`config.mk`:
```
export PLATFORM = sky130hd
export DESIGN_NAME = ralu_sequencer
export DESIGN_NICKNAME = d
export VERILOG_FILES = /design/src/rtl/ralu_sequencer.sv
export SDC_FILE = /design/constraint.sdc
export NUM_CORES = 1
export LEC_CHECK = 0
export CAP_MARGIN = 20
export CORE_ASPECT_RATIO = 1.5
export CORE_MARGIN = 10
export CORE_UTILIZATION = 50
export CTS_BUF_LIST = sky130_fd_sc_hd__clkbuf_2 sky130_fd_sc_hd__clkbuf_4 sky130_fd_sc_hd__clkbuf_8
export DETAILED_ROUTE_END_ITERATION = 12
export GPL_TIMING_DRIVEN = 1
export HOLD_SLACK_MARGIN = 0.05
export PLACE_DENSITY_LB_ADDON = 0.15
export SLEW_MARGIN = 10
export SYNTH_ARGS = -nofsm -noshare
export SYNTH_HDL_FRONTEND = slang
export SYNTH_SLANG_ARGS = --single-unit
```
`constraint.sdc`:
```
create_clock -name clock -period 3.85 [get_ports clock]
set_clock_uncertainty 0.2 [all_clocks]
set_input_delay 0.77 -clock clock [delete_from_list [all_inputs] [get_ports clock]]
set_output_delay 0.77 -clock clock [all_outputs]
set_load 0.005 [all_outputs]
```
`src/rtl/ralu_sequencer.sv`:
```
// RALU microprogram sequencer: writable microcode store, micro-PC,
// carry branch and watchdog, driving the RALU control word every cycle.
module ralu_sequencer #(
  parameter  int AW        = 4,
  parameter  int MAX_STEPS = 64,
  localparam int UW        = 19 + AW
) (
  input  logic          clock,
  input  logic          reset,
  input  logic          prog_we,
  input  logic [AW-1:0] prog_addr,
  input  logic [UW-1:0] prog_data,
  input  logic          start,
  input  logic [AW-1:0] entry,
  input  logic          pout,
  output logic          busy,
  output logic          done,
  output logic          err,
  output logic [AW-1:0] upc,
  output logic [3:0]    S,
  output logic          M,
  output logic          Pin,
  output logic          ISR,
  output logic          ISL,
  output logic          A,
  output logic          wr,
  output logic [2:0]    adr,
  output logic [3:0]    v
);

  localparam int SW = (MAX_STEPS > 1) ? $clog2(MAX_STEPS) : 1;
  localparam logic [SW-1:0] LAST = SW'(MAX_STEPS - 1);

  localparam logic [1:0] OP_NEXT = 2'b00;
  localparam logic [1:0] OP_JPO  = 2'b01;
  localparam logic [1:0] OP_JMP  = 2'b10;
  localparam logic [1:0] OP_HALT = 2'b11;

  typedef enum logic [1:0] {
    ST_IDLE,
    ST_RUN,
    ST_DONE
  } state_e;

  state_e        state_q, state_d;
  logic [AW-1:0] upc_q, upc_d;
  logic [SW-1:0] steps_q, steps_d;
  logic          err_q, err_d;
  logic          ctrl_en;
  logic          mem_we;

  logic [UW-1:0] mem_q [2**AW];
  logic [UW-1:0] word;
  logic [1:0]    op;
  logic [AW-1:0] target;
  logic [AW-1:0] upc_inc;

  assign word    = mem_q[upc_q];
  assign op      = word[18:17];
  assign target  = word[18+AW:19];
  assign upc_inc = upc_q + AW'(1);

  // Microcode store: single write port, no reset, contents survive reset
  always_ff @(posedge clock) begin
    if (mem_we && !reset) begin
      mem_q[prog_addr] <= prog_data;
    end
  end

  // Sequencer state, micro-PC, step counter and sticky watchdog flag
  always_ff @(posedge clock) begin
    if (reset) begin
      state_q <= ST_IDLE;
      upc_q   <= '0;
      steps_q <= '0;
      err_q   <= 1'b0;
    end else begin
      state_q <= state_d;
      upc_q   <= upc_d;
      steps_q <= steps_d;
      err_q   <= err_d;
    end
  end

  // Next-state: accept start in IDLE, sequence microwords in RUN
  always_comb begin
    state_d = state_q;
    upc_d   = upc_q;
    steps_d = steps_q;
    err_d   = err_q;
    ctrl_en = 1'b0;
    mem_we  = 1'b0;
    unique case (state_q)
      ST_IDLE: begin
        mem_we = prog_we;
        if (start) begin
          upc_d   = entry;
          steps_d = '0;
          err_d   = 1'b0;
          state_d = ST_RUN;
        end
      end
      ST_RUN: begin
        if (op == OP_HALT) begin
          state_d = ST_DONE;
        end else begin
          ctrl_en = 1'b1;
          steps_d = steps_q + SW'(1);
          unique case (op)
            OP_JPO:  upc_d = pout ? target : upc_inc;
            OP_JMP:  upc_d = target;
            default: upc_d = upc_inc;
          endcase
          if (steps_q == LAST) begin
            state_d = ST_DONE;
            err_d   = 1'b1;
          end
        end
      end
      ST_DONE: begin
        state_d = ST_IDLE;
      end
      default: begin
        state_d = ST_IDLE;
      end
    endcase
  end

  assign busy = (state_q == ST_RUN);
  assign done = (state_q == ST_DONE);
  assign err  = err_q;
  assign upc  = upc_q;

  assign S   = ctrl_en ? word[3:0]   : 4'd0;
  assign M   = ctrl_en ? word[4]     : 1'b0;
  assign Pin = ctrl_en ? word[5]     : 1'b0;
  assign ISR = ctrl_en ? word[6]     : 1'b0;
  assign ISL = ctrl_en ? word[7]     : 1'b0;
  assign A   = ctrl_en ? word[8]     : 1'b0;
  assign wr  = ctrl_en ? word[9]     : 1'b0;
  assign adr = ctrl_en ? word[12:10] : 3'd0;
  assign v   = ctrl_en ? word[16:13] : 4'd0;

  logic unused_op;
  assign unused_op = (OP_NEXT == 2'b00);

endmodule

```
-- After elaboration in Yosys (flattened, before gate mapping)
Memories as Yosys holds them, arrays and structs flattened. A register that Yosys moved wholly into a read port is not among the register bits.
Cells that the tools add are included.
- word-level logic and storage cells: 56
- output and inout port bits: 24
- register bits: 13
- memories kept: 1
- memory bits (writable): 368
- bits of input ports: 36
- equality and inequality tests: 10
- mux-type cells: 32
- reduce and logical (&&, ||, !) cells: 7
- $add $sub $neg: 2
- memories (memory ; depth ; width ; read ports ; clocked after memory_dff ; write ports ; RTL line ; source):
    mem_q ; 16 ; 23 ; 1 ; 1 ; 1 ; 52 ; logic [UW-1:0] mem_q [2**AW];
- operator list (cell ; count):
    2-to-1 mux 4 bit ; 7
    one-hot mux 4 bit (2 select lines) ; 2
    2-to-1 mux 1 bit ; 14
    2-to-1 mux 6 bit ; 2
    one-hot mux 6 bit (2 select lines) ; 1
    adder 6 x 1 -> 6 bit, second input constant ; 1
    == test 2 bit, second input constant ; 3
    == test 6 bit, second input constant ; 1
    2-to-1 mux 2 bit ; 3
    adder 4 x 1 -> 4 bit, second input constant ; 1
    == test 2 x 1 -> 1 bit, second input constant ; 2
    inequality test 2 bit, second input constant ; 2
    one-hot mux 2 bit (2 select lines) ; 1
    AND reduction 4 bit ; 1
    2-to-1 mux 3 bit ; 1
    inequality test 3 x 1 -> 1 bit, second input constant ; 1
    AND reduction 3 bit ; 1
    zero test 2 bit ; 1
    inequality test 2 x 1 -> 1 bit, second input constant ; 1
    one-hot mux 1 bit (2 select lines) ; 1
    AND reduction 2 bit ; 1
    nonzero test 2 bit ; 1
    logical AND 1 bit ; 1
    zero test 1 bit ; 1

-- Logic depth before layout (Yosys ltp)
- word-level depth: 7
- mapped depth: 11
- gate-level depth less buffers: 9

-- Least setup slack after synthesis
No wires, ideal clock.
- path type: reg-to-output
- from: register with a tool-made name
- to: output port S[0]
- stages on the path, launching flop included: 11
- arrival time: 2.881 ns
- required time: 2.880 ns
- path slack: -0.001 ns
- cells stage by stage: dfxtp_1 > buf_6 > buf_4 > mux4_2 > mux4_2 > ha_1 > nand2b_1 > or2_2 > clkbuf_1 > clkbuf_1 > a311oi_1
- RTL lines (item ; RTL line ; source):
    to (decl) ; 20 ; output logic [3:0] S,

==> results_dict.tcl <==
set metrics [dict create \
    status "finished with violations" \
    violations "setup timing" \
    synth_edf_count 368 \
    hpwl_mm 17.7 \
    drt-total-wl_mm 33.8 \
    cts_hold_buf 0 \
    io_pins 60 \
    viasPerCell 5.82 \
    min_period_ns 4.29 \
    final_nets 900 \
    rsz0062_at_grt "yes" \
    crit_fanout 9 \
    layout-drive-gt1-share_pct 30.2 \
    drt-pass1-iter-count 5 \
    synth_flop_cell "edfxtp_1" \
    cpMostUsedCell "mux4_2" \
    antenna_left 0 \
    grt_pass1_wl_mm 51.3 \
    final_common_cell "edfxtp_1" \
    slowest_delay_ns 0.52 \
    hold_path.class "flop to flop" \
    slew_violations 0 \
    fillerInstances 2207 \
    clk_pin_slew_worst_paths_ns 0.06 \
    grt_max_degree 59 \
    synth.distinct_cells 41 \
    cp_slowest_cell "mux4_2" \
    io_buffers 59 \
    hold_ws_ns 0.287 \
    regArea_sq_um 11400 \
    critPathLaunchType "flop" \
    period_share_pct 112 \
    leakagePower_nw 5.60 \
    final_cell_mix "368 x edfxtp_1, 84 x mux4_2, 57 x clkbuf_8" \
    netlist_area_sq_um 15000 \
    maxCapViolCount 0 \
    ys_ff_latch 385 \
    cts_tree "built" \
    crit_arrival_ns 3.32 \
    slew_headroom_pct 55.4 \
    fmax_ghz 0.233 \
    powerDensity_nw_per_um2 546 \
    cp_cell_sequence "buf_6 -> mux4_2 -> mux4_2 -> ha_4 -> nand2b_4 -> or2_4 -> buf_12 -> a311oi_2 -> buf_2" \
    cts_buffer_depth 3 \
    drt_iter0_drc 593 \
    utilization_pct 60.2 \
    dieArea_sq_um 37400 \
    cts_buffers 56 \
    synth_cells 732 \
    num_rows 77 \
    h-tree-depth 2 \
    syn2layout_area_growth_pct 18.4 \
    antenna_found_initial 0 \
    synth_fp_nets 773 \
    async_reset_ff_share_pct 0 \
    root_buffer "clkbuf_8" \
    syn_area_per_cell_sq_um 20.5 \
    cp-end-kind "output port" \
    die_w_um 161 \
    synth-seq-area-share_pct 76.1 \
    grtUsageTotal_pct 18.2 \
    finalSetupViolations 17 \
    cp_top_family "multiplexers" \
    diodes 0 \
    drcViolationCount 0 \
    first_global_vias 8153 \
    dieHeight_um 232 \
    core_region_area_sq_um 29500 \
    vias 7553 \
    gp_congestion 0.778 \
    hold_violations 0 \
    worst_slew_pin_slew_ns 0.670 \
    grt_overflow_total 0 \
    cp.required_ns 2.88 \
    ir_drop_v 0.000280 \
    cts.sinks 385 \
    multi_input_area_sq_um 3530 \
    clock_latency_ns 0.62 \
    wire_per_inst_um 26.0 \
    crit_type "flop to output port" \
    yosysWarnings 0 \
    fin_ws_ns -0.443 \
    worst-path-buf-inv 3 \
    start_util_pct 50.8 \
]
[Yosys cell counts (all sizes together), types with 4 or more instances]
| master | count | area, sq um |
|---|---|---|
| a2111oi | 4 | 35.0 |
| a211oi | 19 | 143 |
| a21oi | 8 | 40.0 |
| a311oi | 19 | 166 |
| buf | 19 | 136 |
| clkbuf | 20 | 75.1 |
| dfxtp | 17 | 340 |
| edfxtp | 368 | 11100 |
| ha | 5 | 62.6 |
| inv | 5 | 18.8 |
| mux2i | 7 | 70.1 |
| mux4 | 90 | 2050 |
| nand2 | 47 | 176 |
| nand2b | 10 | 62.6 |
| nand3 | 4 | 20.0 |
| nor2 | 27 | 101 |
| nor2b | 22 | 138 |
| nor3 | 4 | 20.0 |
| o21ai | 4 | 20.0 |
| xor2 | 5 | 43.8 |
[cell type report]
cell class	count	share of cell area, %
inverter	5	0.106
clock inverter	37	1.38
sequential	385	64.3
tap	395	2.79
timing repair buffer	108	6.79
clock buffer	65	4.76
multi-input combinational	303	19.9
[timing repair]
| action | in CTS | in global routing |
|---|---|---|
| pin swaps | 9 | 8 |
| cloned | 3 | 0 |
| setup endpoints to repair | 17 | 17 |
| resized for setup | 97 | 3 |
| buffers inserted | 8 | 1 |
[metal layers]
metal  global-route usage [%]  share of wire [%]  up-vias
met2                     31.3                 53      210
met5                        0                  0        -
met1                     22.9                 40     4008
met4                     5.70                2.1        0
li1                         -                  -     3286
met3                     3.55                4.9       49
[registers in the layout, indices dropped and copies added, names as in the netlist, named ones only]
signal   count
steps_q      6
err          1
upc          4
mem_q      368
state_q      2
[report_power, final]
part	switching (W)	leakage (nW)	total [W]	internal, W
Clock	0.00152	0.560	0.00318	0.00166
Combinational	0.000927	1.59	0.00181	0.000887
Sequential	0.0000511	3.45	0.00470	0.00464
[metrics by stage]
| stage | instances | setup WS, ns | power (W) | TNS (ns) | cell area, sq um |
|---|---|---|---|---|---|
| after CTS | 1297 | -0.550 | 0.00979 | -7.92 | 17700 |
| after floorplan | 732 | -0.00145 | 0.00587 | -0.0145 | 15000 |
| after global routing | 1298 | -0.548 | 0.0101 | -8.60 | 17700 |
| after global placement | 1185 | -0.230 | 0.00642 | -3.53 | 16400 |
| after detailed placement | 1185 | -0.297 | 0.00645 | -4.08 | 16400 |
| final | 1298 | -0.443 | 0.00969 | -6.74 | 17700 |
[worst register-to-register path: cells and delay by family (launching register included)]
family / cells / cell delay (ns)
flip-flops: 1 / 0.37
adder cells (fa/ha/maj): 1 / 0.34
buffers and inverters: 3 / 0.52
AO/OA/AOI/OAI: 3 / 0.77
AND/OR/NAND/NOR: 1 / 0.27
multiplexers: 2 / 1.01
[cells by family (layout without fill, tap and decap cells)]
kind of cell    count (synthesis)  after routing  share of synthesized area, %
compound gates                 64             64                          3.20
simple gates                  129            129                          4.11
flops                         385            385                          76.1
mux                           100            100                          14.4
fa+ha+maj                       5              5                         0.418
buf+inv                        44            215                          1.54
xor+xnor                        5              5                         0.292
[worst paths after layout]
path | from | endpoint | slack [ns] | cells past startpoint
min reg2reg | steps_q[1]$_SDFFE_PP0N_ | steps_q[1]$_SDFFE_PP0N_ | 0.29 | 2
max | flop | wr | -0.44 | 9
min | steps_q[1]$_SDFFE_PP0N_ | steps_q[1]$_SDFFE_PP0N_ | 0.29 | 2
max reg2reg | flop | upc[0]$_SDFFE_PP0N_ | 0.29 | 10
Note: power is estimated with default switching activity, not from simulation.
==> RTL change 1: new RTL, same settings <==
Set the parameter `MAX_STEPS` to 32 (it was 64).
--- a/src/rtl/ralu_sequencer.sv
+++ b/src/rtl/ralu_sequencer.sv
@@ -2,7 +2,7 @@
 // carry branch and watchdog, driving the RALU control word every cycle.
 module ralu_sequencer #(
   parameter  int AW        = 4,
-  parameter  int MAX_STEPS = 64,
+  parameter  int MAX_STEPS = 32,
   localparam int UW        = 19 + AW
 ) (
   input  logic          clock,
Check against the original RTL: same outputs for any inputs over 4 cycles, from zero or initial values and one cycle with reset high; that may be too few to reach the edited logic, so the function may still have changed.
==> RTL change 1 against the original RTL <==
- the flow still finishes with violations (negative setup slack)
- count of clock-buffer cells in the layout increased by 3
- sequential share of layout area increased by 0.72 points
- total power decreased by 6.5%
- synthesized area decreased by 0.94%
- via count decreased by 4.2%
- wire length decreased by 1.4%
- design area decreased by 1.3%
- maximum frequency increased by 7.9%
- setup slack improved by 0.32 ns
- sequential cell count decreased by 1
- critical path type unchanged
- largest cell class unchanged
- largest power group unchanged
==> RTL change 1: results (changes against the original RTL) <==
| Metric | Value |
|---|---|
| Largest net degree at the start of global routing | 42 (was 59) |
| Critical path's largest stage delay | 0.55 ns (was 0.52 ns) |
| Vias in the first global route | 7703 (was 8153) |
| Routed length per instance | 27.0 um (was 26.0 um) |
| Post-Route WL | 33.3 mm (was 33.8 mm) |
| GPL Wtd Cong | 0.783 (was 0.778) |
| CP arrival | 3.01 ns (was 3.32 ns) |
| Reg power frac | 0.516 (was 0.485) |
| CP endpoint | v[2] (was wr) |
| Setup violators final | 17 (unchanged) |
| First-pass GRT wire length | 50.2 mm (was 51.3 mm) |
| Initial antenna violation count | 1 (was 0) |
| Fillers | 2107 (was 2207) |
| Compound-Gate Fraction of Synth Area | 0.0103 (was 0.0320) |
| RR Endpoint | upc[3]$_SDFFE_PP0N_ (was upc[0]$_SDFFE_PP0N_) |
| Largest cells by area after synthesis | edfxtp_1, mux4_2, dfxtp_1 (unchanged) |
| Gr usage total | 0.182 (about the same) |
| R2R depth | 9 (was 10) |
| PwrDens | 517 nW/um^2 (was 546 nW/um^2) |
| Post-Synth XOR/XNOR Area | 0.00236 (was 0.00292) |
| Failing checks | negative setup slack (unchanged) |
| Reg-to-reg setup timing slack | 0.36 ns (was 0.29 ns) |
| Placed insts | 1123 (was 1185) |
| Worst Hold Slack | 0.269 ns (was 0.287 ns) |
| Mapped Cells | 663 (was 732) |
| Hold endpoint | steps_q[4]$_SDFFE_PP0N_ (was steps_q[1]$_SDFFE_PP0N_) |
| Post-DP HPWL | 17.7 mm (about the same) |
| TritonCTS Buffers | 54 (was 56) |
| Slew at the pin closest to its max-slew limit | 0.814 ns (was 0.670 ns) |
| Synth cell types | 44 (was 41) |
| Setup TNS | -1.57 ns (was -6.74 ns) |
| Adder-cell share of the synthesized area | 0.00506 (was 0.00418) |
| P_leak | 5.53 nW (was 5.60 nW) |
| Final setup margin | -0.127 ns (was -0.443 ns) |
| Status | finished with violations (unchanged) |
| Switch share | 0.239 (was 0.258) |
| Layout cells sized above 1 | 0.362 (was 0.302) |
| Vias/cell | 5.87 (was 5.82) |
| Drt pass-1 iters | 6 (was 5) |
| Dpl ws | 0.0297 ns (was -0.297 ns) |
[RTL change 1: what timing repair did]
| item | in CTS | in global routing |
|---|---|---|
| pin swaps | 3 | 2 |
| setup buffers | 11 | 2 |
| hold buffers | 0 | 0 |
| endpoints found under the hold margin | 0 | 0 |
| gates cloned | 2 | 0 |
| gates resized for setup | 107 | 3 |
| endpoints found under the setup margin | 17 | 17 |
[RTL change 1: area by class of cell]
| cell class | count | area share |
|---|---|---|
| Tap cell | 395 | 0.0282 |
| Clock buffer | 68 | 0.0484 |
| Clock inverter | 29 | 0.00957 |
| Timing Repair Buffer | 108 | 0.0687 |
| Inverter | 6 | 0.00129 |
| Multi-Input combinational cell | 242 | 0.194 |
| Sequential cell | 384 | 0.650 |
[RTL change 1: layer usage]
metal  global-route usage  vias up  part of all wire
met5                    0        -           0.00039
met4               0.0656        2             0.029
met3               0.0362       65             0.057
met2                0.302      235              0.52
met1                0.235     3867              0.40
li1                     -     3063                 -
==> RTL change 2: new RTL, config.mk and constraints unchanged <==
Without the edit above. Encoding of `state_e`: now one-hot (3 bits for 3 states).
--- a/src/rtl/ralu_sequencer.sv
+++ b/src/rtl/ralu_sequencer.sv
@@ -36,10 +36,10 @@
   localparam logic [1:0] OP_JMP  = 2'b10;
   localparam logic [1:0] OP_HALT = 2'b11;
 
-  typedef enum logic [1:0] {
-    ST_IDLE,
-    ST_RUN,
-    ST_DONE
+  typedef enum logic [2:0] {
+    ST_IDLE = 3'b001,
+    ST_RUN  = 3'b010,
+    ST_DONE = 3'b100
   } state_e;
 
   state_e        state_q, state_d;
Formal check against the unedited RTL: no difference found for any inputs over 4 cycles, from zero or initial values and one cycle with reset high; so few cycles prove little.
==> RTL change 2 against the original RTL <==
- the run still ends with negative setup slack left
- utilization fell by 0.87 points
- design area fell by 1.4%
- sequential share of layout area rose by 1.1 points
- setup slack improved by 0.25 ns
- wire length fell by 4.0%
- critical path depth did not move
- sequential cell count rose by 1
- synthesized area fell by 0.35%
Power is not compared: it rests on default switching activity, and its combinational part moved more than twofold at a synthesized area within 25%.
==> RTL change 2: results (changes against the original RTL) <==
| Metric | Value |
|---|---|
| R2R depth | 13 (was 10) |
| Register area share after synthesis | 0.765 (was 0.761) |
| Reg-to-reg setup timing slack | 0.21 ns (was 0.29 ns) |
| Post-DP HPWL | 17.7 mm (about the same) |
| Highest-delay cell along the critical path | mux4_2 (unchanged) |
| Largest cells by area after synthesis | edfxtp_1, mux4_2, dfxtp_1 (unchanged) |
| Commonest cells in the netlist | edfxtp_1, mux4_2, nor2_1 (was edfxtp_1, mux4_2, nand2_1) |
| Fillers | 2177 (was 2207) |
| Final nets | 842 (was 900) |
| Vias in the first global route | 7727 (was 8153) |
| TritonCTS Buffers | 54 (was 56) |
| Clk slew on worst S/H paths | 0.07 ns |
| Clk_lat worst skew | 0.59 ns (was 0.62 ns) |
| Hold Path Origin | err$_SDFFE_PP0P_ (was steps_q[1]$_SDFFE_PP0N_) |
| P_leak | 5.50 nW |
| Initial DRC count | 547 (was 593) |
| Via count | 7131 (was 7553) |
| Synth Flop Type | edfxtp_1 (unchanged) |
| Root buf cell | clkbuf_8 (unchanged) |
| Largest net degree at the start of global routing | 53 (was 59) |
| Setup violators final | 17 (unchanged) |
| H-tree depth | 2 (unchanged) |
| CP max FO | 7 (was 9) |
| Hold endpoint | err$_SDFFE_PP0P_ (was steps_q[1]$_SDFFE_PP0N_) |
| Post-synth EDFFs | 368 (unchanged) |
| Post-CTS Hold Buffers | 0 (unchanged) |
| Post-Route WL | 32.4 mm (was 33.8 mm) |
| Syn_nets | 713 (was 773) |
| Synth cell types | 44 (was 41) |
| First-pass GRT wire length | 48.8 mm (was 51.3 mm) |
| Slew at the pin closest to its max-slew limit | 0.532 ns (was 0.670 ns) |
| Most flop-heavy register | mem_q (unchanged) |
| Layout cells sized above 1 | 0.345 (was 0.302) |
| Failing checks | negative setup slack (unchanged) |
| Port Buffer Count | 59 (unchanged) |
| Gr usage total | 0.176 (was 0.182) |
| Critical path's largest stage delay | 0.52 ns (about the same) |
| Clock Path Buffers | 3 (unchanged) |
| Final setup margin | -0.189 ns (was -0.443 ns) |
| Worst Hold Depth | 2 (unchanged) |
| # diodes | 0 (unchanged) |
| CP arrival | 3.07 ns (was 3.32 ns) |
| GPL Wtd Cong | 0.803 (was 0.778) |
| VDD IR max | between 0.0002 and 0.00025 V |
| Status | finished with violations (unchanged) |
| Drt pass-1 iters | 4 (was 5) |
==> RTL change 2: cell type report <==
cell class,count,area (sq um),area share
Sequential cell,386,11400,0.653
Multi-Input combinational cell,250,3450,0.198
Timing Repair Buffer,104,1120,0.0641
Clock buffer,72,878,0.0502
Tap cell,395,494,0.0283
Clock inverter,23,95.1,0.00544
Inverter,5,18.8,0.00107
==> RTL change 2: cell families (layout without fill, tap and decap cells) <==
group / count (synthesis) / after routing / share of synthesized area
xor gates and xnor gates: 5 / 5 / 0.00293
and+or+nand+nor: 96 / 96 / 0.0344
DFF: 386 / 386 / 0.765
adders and majority gates: 5 / 5 / 0.00419
muxes: 118 / 118 / 0.169
AOI/OAI and AO/OA: 26 / 26 / 0.0119
buffers and inverters: 36 / 204 / 0.0131
==> RTL change 2: worst register-to-register path, delay by kind of cell (launching register included) <==
kind	cells	cell delay (ns)
AO/OA/AOI/OAI	3	0.63
multiplexers	2	1.01
adder cells (fa/ha/maj)	1	0.19
buffers and inverters	5	0.67
flip-flops	1	0.37
AND/OR/NAND/NOR	2	0.43
==> RTL change 2: how the worst max path moves through the flow <==
stage	slack, ns	from	end
after global routing	-0.31	register	v[1]
after CTS	-0.34	register	ISL
final	-0.19	register	ISL
after global placement	-0.05	register	S[1]
after floorplan	0.09	register	S[0]
after detailed placement	-0.09	register	ISL
==> RTL change 2: timing repair <==
item | 4_1_cts | 5_1_grt
setup buffers | 9 | 3
gates cloned | 1 | 0
endpoints found under the setup margin | 17 | 19
pin swaps | 4 | 4
gates resized for setup | 107 | 7
==> RTL change 2: metal layers <==
layer,up-vias,share of wire,track usage
li1,3084,-,-
met1,3807,0.40,0.216
met2,190,0.53,0.310
met3,50,0.048,0.0332
met4,0,0.019,0.0525
met5,-,0,0
==> RTL change 2: report_power, final <==
| part | switching [W] | total [W] | internal [W] |
|---|---|---|---|
| combinational | 0.000358 | 0.000725 | 0.000366 |
| sequential | 0.0000253 | 0.00466 | 0.00463 |
| clock | 0.00143 | 0.00290 | 0.00147 |
==> RTL change 2: metrics by stage <==
stage,cells,instance area [sq um],hold WS [ns],TNS (ns),setup slack (ns)
floorplan,672,14900,0.260,0,0.0923
global placement,1131,16300,0.259,-0.304,-0.0510
detailed placement,1131,16300,0.284,-0.581,-0.0910
CTS,1236,17500,0.300,-4.52,-0.339
global route,1235,17500,0.329,-4.49,-0.307
finish,1235,17500,0.290,-2.53,-0.189
